File: src/rtl/mips_pkg.sv
// Shared MIPS core definitions: ALU opcodes, writeback selects, reset PC and
// the D/E pipeline field bundle.
package mips_pkg;

  localparam logic [31:0] RESET_PC = 32'h0000_3000;

  typedef enum logic [3:0] {
    AluAnd  = 4'd0,
    AluOr   = 4'd1,
    AluAddu = 4'd2,
    AluSll  = 4'd3,
    AluAndn = 4'd4,
    AluOrn  = 4'd5,
    AluSubu = 4'd6,
    AluSlt  = 4'd7,
    AluLui  = 4'd8
  } alu_op_e;

  typedef enum logic [1:0] {
    MemtoRegAlu = 2'd0,
    MemtoRegMem = 2'd1,
    MemtoRegPc8 = 2'd2
  } mem_to_reg_e;

  // Everything latched into E except the PC, which survives a bubble.
  typedef struct packed {
    logic [31:0] rd1;
    logic [31:0] rd2;
    logic [31:0] ext;
    logic [4:0]  rs;
    logic [4:0]  rt;
    logic [4:0]  a3;
    logic [4:0]  shamt;
    logic [3:0]  alu_control;
    logic        alu_src;
    logic        reg_write;
    logic        mem_write;
    logic [1:0]  mem_to_reg;
    logic [1:0]  tnew;
  } de_fields_t;

endpackage

File: src/rtl/fwd_mux.sv
// Three-way operand forwarding select: M stage beats W stage, and $0 is
// never forwarded.
module fwd_mux (
  input  logic [4:0]  sel_addr,
  input  logic [31:0] reg_data,
  input  logic        m_en,
  input  logic [4:0]  m_addr,
  input  logic [31:0] m_data,
  input  logic        w_en,
  input  logic [4:0]  w_addr,
  input  logic [31:0] w_data,
  output logic [31:0] fwd_data
);

  always_comb begin
    fwd_data = reg_data;
    if (sel_addr != 5'd0) begin
      if (m_en && (m_addr == sel_addr)) begin
        fwd_data = m_data;
      end else if (w_en && (w_addr == sel_addr)) begin
        fwd_data = w_data;
      end
    end
  end

endmodule

File: src/rtl/de_pipe_reg.sv
// D/E pipeline register with bubble insertion and E-stage operand select.
// Define DE_FWD_EN to build the M/W forwarding muxes.
module de_pipe_reg
  import mips_pkg::*;
(
  input  logic        clk,
  input  logic        reset,
  input  logic        stall,
  input  logic [31:0] D_PC,
  input  logic [31:0] D_RD1,
  input  logic [31:0] D_RD2,
  input  logic [31:0] D_ext,
  input  logic [4:0]  D_rs,
  input  logic [4:0]  D_rt,
  input  logic [4:0]  D_A3,
  input  logic [4:0]  D_shamt,
  input  logic [3:0]  D_ALUControl,
  input  logic        D_ALUSrc,
  input  logic        D_RegWrite,
  input  logic        D_MemWrite,
  input  logic [1:0]  D_MemtoReg,
  input  logic [1:0]  D_Tnew,
  input  logic        M_fwd_en,
  input  logic        W_fwd_en,
  input  logic [4:0]  M_fwd_addr,
  input  logic [4:0]  W_fwd_addr,
  input  logic [31:0] M_fwd_data,
  input  logic [31:0] W_fwd_data,
  output logic [31:0] E_A,
  output logic [31:0] E_B,
  output logic [31:0] E_RT_data,
  output logic [31:0] E_PC,
  output logic [4:0]  E_rs,
  output logic [4:0]  E_rt,
  output logic [4:0]  E_A3,
  output logic [4:0]  E_shamt,
  output logic [3:0]  E_ALUControl,
  output logic        E_RegWrite,
  output logic        E_MemWrite,
  output logic [1:0]  E_MemtoReg,
  output logic [1:0]  E_Tnew,
  output logic [31:0] E_bubble_cnt
);

  de_fields_t  d_fields;
  de_fields_t  e_q;
  logic [31:0] pc_q;
  logic [31:0] bubble_cnt_q;

  always_comb begin
    d_fields = '{
      rd1:         D_RD1,
      rd2:         D_RD2,
      ext:         D_ext,
      rs:          D_rs,
      rt:          D_rt,
      a3:          D_A3,
      shamt:       D_shamt,
      alu_control: D_ALUControl,
      alu_src:     D_ALUSrc,
      reg_write:   D_RegWrite,
      mem_write:   D_MemWrite,
      mem_to_reg:  D_MemtoReg,
      tnew:        D_Tnew
    };
  end

  // A bubble keeps the PC flowing so E still knows where it sits in the stream.
  always_ff @(posedge clk) begin
    if (reset) begin
      e_q          <= '0;
      pc_q         <= RESET_PC;
      bubble_cnt_q <= '0;
    end else if (stall) begin
      e_q          <= '0;
      pc_q         <= D_PC;
      bubble_cnt_q <= bubble_cnt_q + 32'd1;
    end else begin
      e_q          <= d_fields;
      pc_q         <= D_PC;
    end
  end

  logic [31:0] rs_data;
  logic [31:0] rt_data;

`ifdef DE_FWD_EN
  fwd_mux u_fwd_rs (
    .sel_addr (e_q.rs),
    .reg_data (e_q.rd1),
    .m_en     (M_fwd_en),
    .m_addr   (M_fwd_addr),
    .m_data   (M_fwd_data),
    .w_en     (W_fwd_en),
    .w_addr   (W_fwd_addr),
    .w_data   (W_fwd_data),
    .fwd_data (rs_data)
  );

  fwd_mux u_fwd_rt (
    .sel_addr (e_q.rt),
    .reg_data (e_q.rd2),
    .m_en     (M_fwd_en),
    .m_addr   (M_fwd_addr),
    .m_data   (M_fwd_data),
    .w_en     (W_fwd_en),
    .w_addr   (W_fwd_addr),
    .w_data   (W_fwd_data),
    .fwd_data (rt_data)
  );
`else
  // Without forwarding the hazard unit stalls every RAW dependence.
  logic unused_fwd;
  assign unused_fwd = ^{M_fwd_en, W_fwd_en, M_fwd_addr, W_fwd_addr, M_fwd_data, W_fwd_data};
  assign rs_data = e_q.rd1;
  assign rt_data = e_q.rd2;
`endif

  assign E_A          = rs_data;
  assign E_RT_data    = rt_data;
  assign E_B          = e_q.alu_src ? e_q.ext : rt_data;
  assign E_PC         = pc_q;
  assign E_rs         = e_q.rs;
  assign E_rt         = e_q.rt;
  assign E_A3         = e_q.a3;
  assign E_shamt      = e_q.shamt;
  assign E_ALUControl = e_q.alu_control;
  assign E_RegWrite   = e_q.reg_write;
  assign E_MemWrite   = e_q.mem_write;
  assign E_MemtoReg   = e_q.mem_to_reg;
  assign E_Tnew       = e_q.tnew;
  assign E_bubble_cnt = bubble_cnt_q;

endmodule
File: config.mk
export PLATFORM = sky130hd
export DESIGN_NAME = de_pipe_reg
export DESIGN_NICKNAME = d
export VERILOG_FILES = /design/src/rtl/mips_pkg.sv /design/src/rtl/fwd_mux.sv /design/src/rtl/de_pipe_reg.sv
export SDC_FILE = /design/constraint.sdc
export NUM_CORES = 1
export LEC_CHECK = 0
export BUFFER_PORTS_ARGS = -buffer_cell sky130_fd_sc_hd__buf_2
export CORE_AREA = 2 2 167 169
export DETAILED_ROUTE_END_ITERATION = 12
export DIE_AREA = 0 0 169 171
export SLEW_MARGIN = 25
export SYNTH_ARGS = -nofsm -noshare
export SYNTH_HDL_FRONTEND = slang
export SYNTH_SLANG_ARGS = --single-unit
File: constraint.sdc
create_clock -name clk -period 1.7 [get_ports clk]
set_input_delay 0.34 -clock clk [delete_from_list [all_inputs] [get_ports clk]]
set_output_delay 0.34 -clock clk [all_outputs]
set_load 0.005 [all_outputs]
Yosys cells after proc, flatten, opt, wreduce, memory -nomap -nowiden
Index checks and enable logic that the tools add are counted.
{ "word_totals": {"regBits": 191, "inputBits": 238, "out_inout_bits": 190} }
{ "classes": {"n_addsub": 1, "n_mux": 1, "n_reduce_logical": 1} }
{ "op_table": {"columns": ["cell", "count"], "rows": [
  ["$add A32 B1 Y32 const B", 1],
  ["$mux W32", 1],
  ["$reduce_or A2 Y1", 1]
]} }

Logic depth before layout (Yosys ltp)
{ "logic_depth": {"ltp_word": 1, "mapped_depth": 6} }

Worst setup path after synthesis
OpenSTA, ideal clock, no wires.
{ "synth_timing": {"kind": "flip-flop to flip-flop", "start": "reg bubble_cnt_q[6] (netlist: E_bubble_cnt[6])", "end": "reg bubble_cnt_q[31] (netlist: E_bubble_cnt[31])", "setup_ns": 0.121, "arrival_time_ns": 1.795, "setup_slack_ns": -0.216, "stages_incl_launch_ff": 6, "period_less_slack_ns": 1.916, "path_cell_list": "dfxtp_1 buf_2 nand4_1 or4_4 nor4_1 mux2_2"} }
{ "synth_via": {"elab_chain_len": 1} }
{ "synth_lines": {"columns": ["item", "line", "source"], "rows": [
  ["start: declaration", "de_pipe_reg.sv:48", "logic [31:0] bubble_cnt_q;"],
  ["start signal: assignment", "de_pipe_reg.sv:77", "bubble_cnt_q <= bubble_cnt_q + 32'd1;"],
  ["$add A32 B1 Y32", "de_pipe_reg.sv:77", null]
]} }
No other way between the ends.
A chain may end at the register's enable or synchronous reset.

Worst setup path after layout
{ "layout_timing": {"start": "reg e_q[6] in the netlist's numbering", "end": "out E_B[7]"} }
{ "layout_via": {"elab_chain_len": 1} }
{ "layout_lines": {"columns": ["item", "line", "source"], "rows": [
  ["start: declaration", "de_pipe_reg.sv:46", "de_fields_t e_q;"],
  ["start signal: assignment", "de_pipe_reg.sv:79", "e_q <= d_fields;"],
  ["$mux W32", "de_pipe_reg.sv:121", "assign E_B = e_q.alu_src ? e_q.ext : rt_data;"],
  ["end: declaration", "de_pipe_reg.sv:30", "output logic [31:0] E_B,"]
]} }
No other way between the ends.

==> results.toml <==
[sta]
timing.fmax_mhz = 534
period_minus_slack_ns = 1.87
final_critical_path_setup_slack_ns = -0.174
finalClockSkew_ns = 0.0144
timing.final.hold_violations = 0
rsz0062_at_grt = "true"
slew_headroom_pct = 74.3
fin_crit_sh_pct = 110
timing.final.max_slew_violations = 0
worst_margin_pin_slew_ns = 0.385
report.final.setup_viol = 47

[power]
vdd.ir_drop.worst_mv = 0.584
p_leak_nw = 4.77
power.density_cell_area_nw_per_um2 = 943
power_total_mw = 9.43

[placed_design]
dp_worst_setup_slack_ns = -0.211
globalplace.congestion = 0.754
dp_hpwl_mm = 13.4
buffer_ports.inserted = 351

[clock_tree]
cts.htree.levels = 4
ctsLongestPathBuffers = 2
clk_latency_ns = 0.43
clock_tree_from_tritoncts = "yes"
cts.sink_count = 191
clk_root_buffer_cell = "sky130_fd_sc_hd__clkbuf_16"
cts.clk_slew.worst_paths_ns = 0.07
cts_made_buffers = 17

[layout]
num-nets-final = 1203
area.growth.synth_to_final_pct = 45.0
layout_commonest_cell = "sky130_fd_sc_hd__buf_2"
n_fill_cell = 2769
most-common-layout-cells = "sky130_fd_sc_hd__buf_2, sky130_fd_sc_hd__dfxtp_1, sky130_fd_sc_hd__and2_1"
layout-drive-gt1-share_pct = 55.0

[floorplanning]
initial_core_util_pct = 25.2
core_area_sq_um = 27300
chipHeight_um = 171
ioPinCount = 428
die_x_um = 169
design.die.area_sq_um = 28900
std_cell_rows = 61

[global_routing]
antenna_found_initial = 2
via_count_of_the_first_global_routing_pass = 5071
globalRouteTotalUtil_pct = 12.1
grt_start_max_net_pins = 91
globalRouteOverflowTotal = 0
global_route_wire_length_before_repair_mm = 27.0

[critical_path]
worst-path-max-fanout = 8
timing.critical_path.to_type = "primary output"
startpoint_type = "flip-flop"
worst_path_required_time_ns = 1.36
path_class = "reg -> out"
worstSetupStartpoint = "e_q[6]$_SDFF_PP0_"
critPathArrivalTime_ns = 1.53
rr_endpoint = "E_bubble_cnt[30]$_SDFFE_PP0P_"
r2r_setup_slack_ns = -0.17
r2r_start = "E_bubble_cnt[10]$_SDFFE_PP0P_"
ff2ff_path_depth = 5

[logic_synthesis]
share_of_flip_flops_with_an_asynchronous_set_or_reset_pct = 0
synth.area.top_cells = "sky130_fd_sc_hd__dfxtp_1, sky130_fd_sc_hd__and2_1, sky130_fd_sc_hd__buf_4"
synth_top_cell_by_area = "sky130_fd_sc_hd__dfxtp_1"
ys_ff_latch = 191
synth_edf_count = 0
syn-num-nets = 886
number_of_synthesis_warnings = 0
synth.lib_cells_used.distinct = 36
syn-mean-instance-area_sq_um = 10.7
postSynthCellCount = 647
synth-seq-area-share_pct = 55.5
syn-cell-area_sq_um = 6890
top_reg_cell_synth = "sky130_fd_sc_hd__dfxtp_1"
synth_top_area_share_pct = 55.5

[status]
violations_in_the_final_reports = "negative setup slack"
status = "finished, violations left"

[route]
drc_errors = 0
vias = 5361
detailedRoute.firstPassIterationCount = 4
wl_per_cell_um = 14.4
detail_route.wirelength_mm = 19.1
viasPerCell = 4.05
initialDrtViolationCount = 155
antenna_violating_nets_post_route = 0

[min_path]
hold_start = "D_PC[13]"
hold-path-endpoint = "E_PC[13]$_SDFF_PP1_"
holdCritPathClass = "in -> reg"
min_delay_path_depth = 2

[flow_run]
max_cap_violations = 0
==> through the flow <==
step / hold slack, ns / std cells / setup TNS, ns / instance area, sq um / utilization (%)
after floorplan: 0.444 / 647 / -0.634 / 6970 / -
after global placement: 0.491 / 1280 / -2.11 / 8770 / 32.1
after detailed placement: 0.512 / 1280 / -2.35 / 8770 / 32.1
after CTS: 0.0719 / 1317 / -5.55 / 9560 / 35.0
after global routing: 0.0784 / 1323 / -8.01 / 9990 / 36.6
final: 0.0971 / 1324 / -5.59 / 10000 / 36.6
==> synthesized netlist by cell type, types with 6 or more instances <==
cell type,n
sky130_fd_sc_hd__nand4_1,9
sky130_fd_sc_hd__nand2_1,14
sky130_fd_sc_hd__o31ai_1,11
sky130_fd_sc_hd__clkbuf_1,19
sky130_fd_sc_hd__buf_4,92
sky130_fd_sc_hd__nor2_1,18
sky130_fd_sc_hd__mux2_2,34
sky130_fd_sc_hd__nand3_1,8
sky130_fd_sc_hd__or4_1,13
sky130_fd_sc_hd__xnor2_1,7
sky130_fd_sc_hd__nor2b_1,31
sky130_fd_sc_hd__and2_1,127
sky130_fd_sc_hd__a21oi_1,18
sky130_fd_sc_hd__dfxtp_1,191
sky130_fd_sc_hd__o21ai_0,6
==> logic make-up (layout without fill, tap and decap cells) <==
family	Yosys count	in the layout	share of synthesized area [%]
AOI/OAI and AO/OA	36	36	3.07
xor gates and xnor gates	11	11	1.40
adders and majority gates	1	1	0.181
buffers and inverters	125	454	12.1
DFF	191	191	55.5
muxes	35	35	5.70
other	0	1	0
and+or+nand+nor	248	249	22.1
==> critical path, cell delays in order, from the launching register on <==
cell and delay [ns]:
sky130_fd_sc_hd__dfxtp_4 0.45, sky130_fd_sc_hd__clkbuf_16 0.21, sky130_fd_sc_hd__mux2_4 0.33, sky130_fd_sc_hd__buf_6 0.12
==> registers in the layout (all words and copies together), names as in the netlist <==
| signal | cells |
|---|---|
| e_q | 33 |
| E_A | 32 |
| E_PC | 32 |
| E_RT_data | 32 |
| E_bubble_cnt | 32 |
| E_A3 | 5 |
| E_rs | 5 |
| E_rt | 5 |
| E_shamt | 5 |
| E_ALUControl | 4 |
| E_MemtoReg | 2 |
| E_Tnew | 2 |
| E_MemWrite | 1 |
| E_RegWrite | 1 |
==> worst max path at each step <==
stage                                          to  slack (ns)  cells after the start
CTS                                       E_B[17]       -0.16                      3
global route                               E_B[7]       -0.23                      3
global placement    E_bubble_cnt[30]$_SDFFE_PP0P_       -0.21                      6
floorplan           E_bubble_cnt[22]$_SDFFE_PP0P_        -0.1                      5
detailed placement  E_bubble_cnt[31]$_SDFFE_PP0P_       -0.21                      5
finish                                     E_B[7]       -0.17                      3
==> per-layer routing <==
metal,vias up,wire length (um),global-route usage [%]
met5,-,16,0
li1,2663,-,-
met1,2446,7880,13.9
met4,2,166,3.83
met2,243,9350,20.7
met3,7,1700,4.65
==> timing repair <==
| action | 4_1_cts | 5_1_grt |
|---|---|---|
| gates resized for setup | 33 | 80 |
| pin swaps | 14 | 10 |
| setup endpoints to repair | 47 | 50 |
| hold endpoints to repair | 0 | 0 |
| gates cloned | 2 | 2 |
| buffers inserted | 3 | 4 |
| hold buffers | 0 | 0 |
==> power by group <==
group,internal [mW],switching [mW]
Clock,2.01,1.97
Combinational,0.462,0.302
Sequential,4.62,0.0600
==> cell type report <==
class / count / area, sq um / area share [%]
Sequential cell: 191 / 3870 / 38.7
Timing Repair Buffer: 417 / 2550 / 25.6
Multi-Input combinational cell: 332 / 2540 / 25.4
Clock buffer: 19 / 443 / 4.43
Tap cell: 346 / 433 / 4.33
Clock inverter: 13 / 140 / 1.40
Inverter: 5 / 18.8 / 0.188
Antenna cell: 1 / 2.50 / 0.0250
Note: power is estimated with default switching activity, not from simulation.
